File: config.mk
export PLATFORM = sky130hd
export DESIGN_NAME = exmem_pipe_reg_flat
export DESIGN_NICKNAME = d
export VERILOG_FILES = /design/src/rtl/exmem_pipe_reg_if.sv /design/src/rtl/exmem_pipe_reg.sv /design/src/flat_wrapper.sv
export SDC_FILE = /design/constraint.sdc
export NUM_CORES = 1
export LEC_CHECK = 0
export CAP_MARGIN = 5
export CORE_MARGIN = 8
export CORE_UTILIZATION = 45
export DETAILED_ROUTE_END_ITERATION = 8
export PLACE_DENSITY_LB_ADDON = 0.2
export SETUP_SLACK_MARGIN = 0.05
export SYNTH_ARGS = -nofsm -noshare
export SYNTH_HDL_FRONTEND = slang
export SYNTH_SLANG_ARGS = --single-unit
File: constraint.sdc
create_clock -name CLK -period 4.07 [get_ports CLK]
set_input_delay 0.814 -clock CLK [delete_from_list [all_inputs] [get_ports CLK]]
set_output_delay 0.814 -clock CLK [all_outputs]
set_load 0.01 [all_outputs]
File: src/rtl/exmem_pipe_reg_if.sv
// EX/MEM stage bundle: the EX-side fields going in and the registered MEM-side fields coming out.
// The master drives the In* fields; the slave (the pipeline register) drives the registered copies.
interface exmem_pipe_reg_if #(
  parameter int XLEN    = 32,
  parameter int RADDR_W = 5
);
  logic               InValid;
  logic [XLEN-1:0]    InALUOUT;
  logic [XLEN-1:0]    InPC;
  logic [XLEN-1:0]    InStoreData;
  logic               InDmemREB;
  logic               InDmemWEB;
  logic [RADDR_W-1:0] InEXMEMrd;
  logic               InRegWE;

  logic               Valid;
  logic [XLEN-1:0]    ALUOUT;
  logic [XLEN-1:0]    PC;
  logic [XLEN-1:0]    StoreData;
  logic               DmemREB;
  logic               DmemWEB;
  logic [RADDR_W-1:0] EXMEMrd;
  logic               RegWE;

  modport master (
    output InValid, InALUOUT, InPC, InStoreData, InDmemREB, InDmemWEB, InEXMEMrd, InRegWE,
    input  Valid, ALUOUT, PC, StoreData, DmemREB, DmemWEB, EXMEMrd, RegWE
  );

  modport slave (
    input  InValid, InALUOUT, InPC, InStoreData, InDmemREB, InDmemWEB, InEXMEMrd, InRegWE,
    output Valid, ALUOUT, PC, StoreData, DmemREB, DmemWEB, EXMEMrd, RegWE
  );
endinterface

File: src/rtl/exmem_pipe_reg.sv
// EX/MEM pipeline register with valid bit, stall/flush, bubble-safe strobe gating and a saturating stall counter.
// Define EXMEM_FWD_EN to add the IDEXrs1/IDEXrs2 inputs and FwdA/FwdB rd-match forwarding flags.
module exmem_pipe_reg #(
  parameter int XLEN       = 32,
  parameter int RADDR_W    = 5,
  parameter int STALLCNT_W = 16
) (
  input  logic                  CLK,
  input  logic                  RSTN,
  exmem_pipe_reg_if.slave       bus,
  input  logic                  Stall,
  input  logic                  Flush,
  output logic [STALLCNT_W-1:0] StallCycles
`ifdef EXMEM_FWD_EN
  ,
  input  logic [RADDR_W-1:0]    IDEXrs1,
  input  logic [RADDR_W-1:0]    IDEXrs2,
  output logic                  FwdA,
  output logic                  FwdB
`endif
);

  localparam logic [STALLCNT_W-1:0] StallMax = {STALLCNT_W{1'b1}};
  localparam logic [STALLCNT_W-1:0] StallOne = {{(STALLCNT_W-1){1'b0}}, 1'b1};

  // Flush beats Stall beats load; strobes are gated on the way in so a bubble is always inert.
  always_ff @(posedge CLK or negedge RSTN) begin
    if (!RSTN) begin
      bus.Valid     <= 1'b0;
      bus.ALUOUT    <= {XLEN{1'b0}};
      bus.PC        <= {XLEN{1'b0}};
      bus.StoreData <= {XLEN{1'b0}};
      bus.DmemREB   <= 1'b1;
      bus.DmemWEB   <= 1'b1;
      bus.EXMEMrd   <= {RADDR_W{1'b0}};
      bus.RegWE     <= 1'b0;
      StallCycles   <= {STALLCNT_W{1'b0}};
    end else if (Flush) begin
      bus.Valid     <= 1'b0;
      bus.ALUOUT    <= {XLEN{1'b0}};
      bus.PC        <= {XLEN{1'b0}};
      bus.StoreData <= {XLEN{1'b0}};
      bus.DmemREB   <= 1'b1;
      bus.DmemWEB   <= 1'b1;
      bus.EXMEMrd   <= {RADDR_W{1'b0}};
      bus.RegWE     <= 1'b0;
    end else if (Stall) begin
      if (bus.Valid && (StallCycles != StallMax)) begin
        StallCycles <= StallCycles + StallOne;
      end
    end else begin
      bus.Valid     <= bus.InValid;
      bus.ALUOUT    <= bus.InALUOUT;
      bus.PC        <= bus.InPC;
      bus.StoreData <= bus.InStoreData;
      bus.DmemREB   <= bus.InDmemREB | ~bus.InValid;
      bus.DmemWEB   <= bus.InDmemWEB | ~bus.InValid;
      bus.EXMEMrd   <= bus.InEXMEMrd;
      bus.RegWE     <= bus.InRegWE & bus.InValid & (bus.InEXMEMrd != {RADDR_W{1'b0}});
    end
  end

`ifdef EXMEM_FWD_EN
  // RegWE is already zero for rd=0, so no separate x0 guard is needed here.
  assign FwdA = bus.RegWE & bus.Valid & (bus.EXMEMrd == IDEXrs1);
  assign FwdB = bus.RegWE & bus.Valid & (bus.EXMEMrd == IDEXrs2);
`endif

endmodule

File: src/flat_wrapper.sv
// flat-port wrapper written by rule: the top's interface ports become plain ports
module exmem_pipe_reg_flat 
#(
  parameter int XLEN       = 32,
  parameter int RADDR_W    = 5,
  parameter int STALLCNT_W = 16
)
  (CLK, RSTN, Stall, Flush, StallCycles, bus_InValid, bus_InALUOUT, bus_InPC, bus_InStoreData, bus_InDmemREB, bus_InDmemWEB, bus_InEXMEMrd, bus_InRegWE, bus_Valid, bus_ALUOUT, bus_PC, bus_StoreData, bus_DmemREB, bus_DmemWEB, bus_EXMEMrd, bus_RegWE);
  exmem_pipe_reg_if #(.XLEN(XLEN), .RADDR_W(RADDR_W)) bus_i ();
  input  logic CLK;
  input  logic RSTN;
  input  logic Stall;
  input  logic Flush;
  output logic [STALLCNT_W-1:0] StallCycles;
  input wire logic [$bits(bus_i.InValid)-1:0] bus_InValid;
  input wire logic [$bits(bus_i.InALUOUT)-1:0] bus_InALUOUT;
  input wire logic [$bits(bus_i.InPC)-1:0] bus_InPC;
  input wire logic [$bits(bus_i.InStoreData)-1:0] bus_InStoreData;
  input wire logic [$bits(bus_i.InDmemREB)-1:0] bus_InDmemREB;
  input wire logic [$bits(bus_i.InDmemWEB)-1:0] bus_InDmemWEB;
  input wire logic [$bits(bus_i.InEXMEMrd)-1:0] bus_InEXMEMrd;
  input wire logic [$bits(bus_i.InRegWE)-1:0] bus_InRegWE;
  output wire logic [$bits(bus_i.Valid)-1:0] bus_Valid;
  output wire logic [$bits(bus_i.ALUOUT)-1:0] bus_ALUOUT;
  output wire logic [$bits(bus_i.PC)-1:0] bus_PC;
  output wire logic [$bits(bus_i.StoreData)-1:0] bus_StoreData;
  output wire logic [$bits(bus_i.DmemREB)-1:0] bus_DmemREB;
  output wire logic [$bits(bus_i.DmemWEB)-1:0] bus_DmemWEB;
  output wire logic [$bits(bus_i.EXMEMrd)-1:0] bus_EXMEMrd;
  output wire logic [$bits(bus_i.RegWE)-1:0] bus_RegWE;
  assign bus_i.InValid = bus_InValid;
  assign bus_i.InALUOUT = bus_InALUOUT;
  assign bus_i.InPC = bus_InPC;
  assign bus_i.InStoreData = bus_InStoreData;
  assign bus_i.InDmemREB = bus_InDmemREB;
  assign bus_i.InDmemWEB = bus_InDmemWEB;
  assign bus_i.InEXMEMrd = bus_InEXMEMrd;
  assign bus_i.InRegWE = bus_InRegWE;
  assign bus_Valid = bus_i.Valid;
  assign bus_ALUOUT = bus_i.ALUOUT;
  assign bus_PC = bus_i.PC;
  assign bus_StoreData = bus_i.StoreData;
  assign bus_DmemREB = bus_i.DmemREB;
  assign bus_DmemWEB = bus_i.DmemWEB;
  assign bus_EXMEMrd = bus_i.EXMEMrd;
  assign bus_RegWE = bus_i.RegWE;
  exmem_pipe_reg #(.XLEN(XLEN), .RADDR_W(RADDR_W), .STALLCNT_W(STALLCNT_W)) u_core (.CLK(CLK), .RSTN(RSTN), .bus(bus_i), .Stall(Stall), .Flush(Flush), .StallCycles(StallCycles));
endmodule
==> impl_metrics.json, run 1 <==
{
  "status": "completed",
  "fmaxAchievable_mhz": 427.8,
  "slew-limit-headroom_pct": 37.64,
  "instances_no_fill": 807,
  "htreeDepth": 4,
  "rsz0062_at_grt": "false",
  "synth_area_per_cell_um2": 11.94,
  "finalSetupTns_ns": 0,
  "synth-main-ff-cell": "dfrtp_1",
  "final_area_um2": 8119,
  "netlist_area_um2": 5086,
  "yosysSeqAreaShare_pct": 59.58,
  "setup_viol": 0,
  "sw_frac_of_total_pct": 22.89,
  "wl_per_cell_um": 18.68,
  "crit_arrival_ns": 1.52,
  "grt_max_degree": 104,
  "crit_path_end_kind": "output pin",
  "hpwlAfterDp_mm": 10.80,
  "die_x_um": 122.3,
  "cts_resized": 0,
  "grt-ovfl-total": 0,
  "ctsHoldBuffers": 0,
  "hold_ws_ns": 0.4689,
  "finalPower_w": 0.003470,
  "crit_chain": "clkdlybuf4s50_1",
  "cts_tree": "done",
  "initial_utilization_pct": 45.32,
  "clkSinkCount": 121,
  "layout-drive-gt1-share_pct": 7.380,
  "hold_viol": 0,
  "internal_power_w": 0.002676,
  "cp-start-kind": "flop",
  "drv_cap": 0,
  "port_buffers": 229,
  "post_dp_cell_area_um2": 7480,
  "crit_buf_inv": 1,
  "postCtsSetupBuffers": 0,
  "fin_crit_sh_pct": 57.43,
  "path_max_fanout": 7,
  "gp_congestion": 0.8003,
  "yosys.area.top_type": "dfrtp_1",
  "hold_class": "in2async",
  "clk_latency_ns": 0.41,
  "nNetsFinal": 762,
  "power.share.clock_pct": 46.6,
  "maxSlewViolCount": 0,
  "core-area_um2": 11220,
  "slowest_delay_ns": 0.61,
  "crit_path_top_delay_cell": "clkdlybuf4s50_1",
  "fp.dieH_um": 122.3,
  "synth_cells": 426,
  "die-area_um2": 14960,
  "vias": 4086,
  "p_sw_w": 0.0007941,
  "synth_nets": 536,
  "ios": 230,
  "synth-edff-count": 0,
  "synth.most_common_cell": "dfrtp_1",
  "finClkSkew_ns": 0.005926,
  "max-vdd-ir-drop_mv": 0.2811,
  "synthTopCellsByArea": "dfrtp_1 (59%), mux2i_1 (20%), nor2_1 (7.8%)",
  "pwr-share-seq_pct": 38.6,
  "drtAntennaViolNets": 0,
  "clockBufferDepth": 2,
  "grt_pass1_wl_mm": 23.84,
  "routed_wl_mm": 15.08,
  "clk_pin_slew_worst_paths_ns": 0.05,
  "path_delay_family": "buffers and inverters",
  "synth-async-reset-ratio_pct": 100.0,
  "crit_type": "reg2out",
  "avgViaCountPerCell": 5.063,
  "layout_min_cycle_time_ns": 2.337,
  "rows": 39,
  "ys_ff_latch": 121,
  "drc": 0,
  "p_per_area_nw_per_um2": 427.3,
  "p_comb_share_pct": 14.7,
  "syn2layout_area_growth_pct": 59.63,
  "n_antenna_cell": 0,
  "drt_first_pass_iters": 4,
  "ys_types": 37,
  "antenna_found_initial": 0,
  "drtIter0Drc": 271,
  "yosysWarningCount": 0,
  "numCtsBuffers": 17,
  "worstMarginPinSlew_ns": 0.9354,
  "place_inst": 776,
  "grt_use_total_pct": 20.58,
  "cp.required_ns": 3.26,
  "power.leakage_nw": 3.816,
  "grt_pass1_vias": 4457,
  "yosysTopAreaCellShare_pct": 58.55,
  "ys_top_cells_by_count": "dfrtp_1 (119), nor2_1 (106), mux2i_1 (101), buf_2 (13), clkbuf_1 (10)",
  "root_buffer": "clkbuf_16"
}
per-stage QoR:
stage | utilization (%) | setup slack (ns)
floorplan | - | 2.160
global placement | 66.64 | 1.974
detailed placement | 66.64 | 1.911
CTS | 72.34 | 1.711
global route | 72.34 | 1.670
finish | 72.34 | 1.733
state kept, by name, indices dropped and copies added, names as in the netlist:
signal / count
u_core.bus.StoreData: 32
u_core.bus.Valid: 1
u_core.bus.EXMEMrd: 5
u_core.bus.DmemREB: 1
u_core.bus.DmemWEB: 1
u_core.bus.RegWE: 1
u_core.StallCycles: 16
u_core.bus.PC: 32
u_core.bus.ALUOUT: 32
final cells by class:
class,count,area [µm²]
Clock buffer,24,501.7
Clock inverter,7,137.6
Fill cell,820,3104
Inverter,3,11.26
Multi-Input combinational cell,277,1927
Sequential cell,121,3030
Tap cell,143,178.9
Timing Repair Buffer,232,2332
cells by family after synthesis:
kind of cell,after synthesis,synth area share (%)
buffers and inverters,28,2.534
flip-flops,121,59.58
adder cells (fa/ha/maj),1,0.2460
XOR/XNOR,8,1.378
AO/OA/AOI/OAI,18,2.411
AND/OR/NAND/NOR,147,13.38
multiplexers,103,20.47
power by group through the flow:
stage	Clock, W	Combinational (W)	Sequential (W)
finish	0.00162	0.000511	0.00134
floorplan	0	0.000159	0.00138
CTS	0.00164	0.000520	0.00134
detailed placement	0	0.000516	0.00136
global placement	0	0.000507	0.00135
global route	0.00170	0.000555	0.00135
path summary, 6_finish.rpt:
| kind | startpoint | endpoint | slack (ns) | cells after the start |
|---|---|---|---|---|
| max | u_core.StallCycles[5] | StallCycles[5] | 1.73 | 1 |
| min | RSTN | u_core.bus.ALUOUT[26] | 0.47 | 1 |
| max reg2reg | u_core.StallCycles[0] | u_core.StallCycles[1] | 2.16 | 5 |
| min reg2reg | u_core.bus.PC[4] | u_core.bus.PC[4] | 0.52 | 2 |
| max in group asynchronous | RSTN | u_core.bus.DmemREB | 2.74 | 2 |
| min in group CLK | u_core.bus.PC[4] | u_core.bus.PC[4] | 0.52 | 2 |
per-layer routing:
metal	vias to the layer above	wire (µm)	GRT usage, %
met2	155	7735	34.88
met4	0	503	9.444
met5	-	0	0
met1	1994	5537	21.80
met3	32	1297	9.016
li1	1905	-	-
placed cells by master, fill, tap and decap left out, types with 5 or more instances in the layout:
cell	instances
a21oi_1	6
clkbuf_16	17
nor3_1	5
dfrtp_1	119
nand2_1	9
clkbuf_8	5
clkdlybuf4s50_1	226
nand4_1	5
nor2_1	106
mux2i_1	101
xor2_1	7
Power figures use the tool's default switching activity.
==> run 2, diff against run 1 <==
- CORE_UTILIZATION: 45 -> 38
- clock period: 4.07 -> 2.1 ns (I/O delays scaled with it)
==> impl_metrics.json, run 2 (synthesis results as in run 1) <==
{
  "numCtsBuffers": 17,
  "post-route-util_pct": 61.79,
  "grt_pass1_wl_mm": 24.02,
  "clk_pin_slew_worst_paths_ns": 0.05,
  "clk_latency_ns": 0.40,
  "fp.dieH_um": 131.7,
  "p_per_area_nw_per_um2": 788.6,
  "ios": 230,
  "cts_tree": "done",
  "vias": 4068,
  "fin_ws_ns": 0.2002,
  "crit_path_top_delay_cell": "clkdlybuf4s50_1",
  "layout-drive-gt1-share_pct": 7.658,
  "crit_path_end_kind": "output pin",
  "grt_max_degree": 122,
  "r2r-end": "u_core.StallCycles[1]",
  "finClkSkew_ns": 0.006867,
  "avgViaCountPerCell": 4.831,
  "drtIter0Drc": 279,
  "syn2layout_area_growth_pct": 59.61,
  "crit_chain": "clkdlybuf4s50_1",
  "clkSinkCount": 121,
  "grt-ovfl-total": 0,
  "core-area_um2": 13140,
  "mostFrequentLayoutCell": "clkdlybuf4s50_1",
  "fillers": 1090,
  "maxSlewViolCount": 0,
  "drt_first_pass_iters": 4,
  "port_buffers": 229,
  "die-area_um2": 17340,
  "slew-limit-headroom_pct": 25.28,
  "max-vdd-ir-drop_mv": 0.6716,
  "status": "completed",
  "regToRegStartpoint": "u_core.StallCycles[1]",
  "grt_use_total_pct": 17.47,
  "largestRegisters": "u_core.bus.ALUOUT (32), u_core.bus.PC (32), u_core.bus.StoreData (32)",
  "finalPower_w": 0.006402,
  "n_antenna_cell": 0,
  "power.leakage_nw": 3.797,
  "postCtsSetupBuffers": 0,
  "drc": 0,
  "wl_per_cell_um": 17.60,
  "drv_cap": 0,
  "rsz0062_at_grt": "false",
  "pre_cts_ws_ns": 0.2798,
  "root_buffer": "clkbuf_16",
  "grt_pass1_vias": 4403,
  "fin_crit_sh_pct": 90.47,
  "path_delay_family": "buffers and inverters",
  "worstMarginPinSlew_ns": 1.121,
  "die_x_um": 131.7,
  "crit_buf_inv": 1,
  "path_max_fanout": 2,
  "hold_viol": 0,
  "antenna_found_initial": 0,
  "place_inst": 810,
  "initial_utilization_pct": 38.71,
  "cp.required_ns": 1.68,
  "nNetsFinal": 763,
  "cts_resized": 0,
  "worst-r2r-cell-count": 5,
  "htreeDepth": 4,
  "gp_congestion": 0.8401,
  "rows": 42,
  "clockBufferDepth": 2,
  "hpwlAfterDp_mm": 10.67,
  "layout_min_cycle_time_ns": 1.900,
  "ctsHoldBuffers": 0,
  "slowest_delay_ns": 0.55,
  "crit_type": "reg2out",
  "final_cell_mix": "clkdlybuf4s50_1 (226), dfrtp_1 (119), nor2_1 (106)",
  "finalSetupTns_ns": 0,
  "fmaxAchievable_mhz": 526.4,
  "drtAntennaViolNets": 0,
  "routed_wl_mm": 14.82,
  "hold_class": "in2async",
  "setup_viol": 0,
  "ff2ff_setup_slack_ns": 0.25,
  "cp-start-kind": "flop",
  "crit_arrival_ns": 1.48,
  "instances_no_fill": 842
}
-- run 2: cell types whose count changed in the layout (fill, tap and decap cells not counted), sizes merged --
cell      previous run  this run
clkinv               2         3
clkbuf              24        26
bufinv               4         1
clkinvlp             1         2
buf                  6         7
-- run 2: cell type report --
| type | instances | area, µm² | area share (%) |
|---|---|---|---|
| clock buffers | 26 | 529.3 | 6.520 |
| clock inverters | 6 | 60.06 | 0.7398 |
| inverters | 3 | 11.26 | 0.1387 |
| multi-input cells | 277 | 1927 | 23.74 |
| flip-flops and latches | 121 | 3030 | 37.33 |
| well taps | 176 | 220.2 | 2.713 |
| repair buffers | 233 | 2340 | 28.82 |
-- run 2: through the flow --
| step | cell area, µm² | hold WS [ns] |
|---|---|---|
| finish | 8118 | 0.1014 |
| global placement | 7528 | 0.5023 |
| CTS | 8118 | 0.1310 |
| global route | 8118 | 0.1337 |
| detailed placement | 7528 | 0.5119 |
| floorplan | 5086 | 0.1244 |
-- run 2: report_power, final --
group / leakage [nW] / internal (W) / switching [W]
sequential: 1.60 / 0.00248 / 0.000116
combinational: 1.91 / 0.000575 / 0.000414
clock: 0.288 / 0.00184 / 0.000976
-- run 2: worst max-delay path by stage --
stage                          startpoint                     to  slack [ns]  cells after the start
CTS                    u_core.bus.DmemWEB            bus_DmemWEB        0.17                      1
global placement    u_core.StallCycles[0]  u_core.StallCycles[1]        0.38                      5
global route        u_core.StallCycles[1]  u_core.StallCycles[1]        0.14                      5
floorplan           u_core.StallCycles[0]  u_core.StallCycles[1]        0.42                      5
finish                 u_core.bus.DmemREB            bus_DmemREB        0.20                      1
detailed placement  u_core.StallCycles[0]  u_core.StallCycles[1]        0.28                      5
-- run 2: routing by layer --
| metal | global-route usage (%) | wire [µm] | vias to the layer above |
|---|---|---|---|
| met3 | 6.364 | 947 | 17 |
| met1 | 18.52 | 5682 | 2016 |
| met5 | 0 | 0 | - |
| li1 | - | - | 1918 |
| met4 | 8.168 | 271 | 0 |
| met2 | 30.41 | 7915 | 117 |
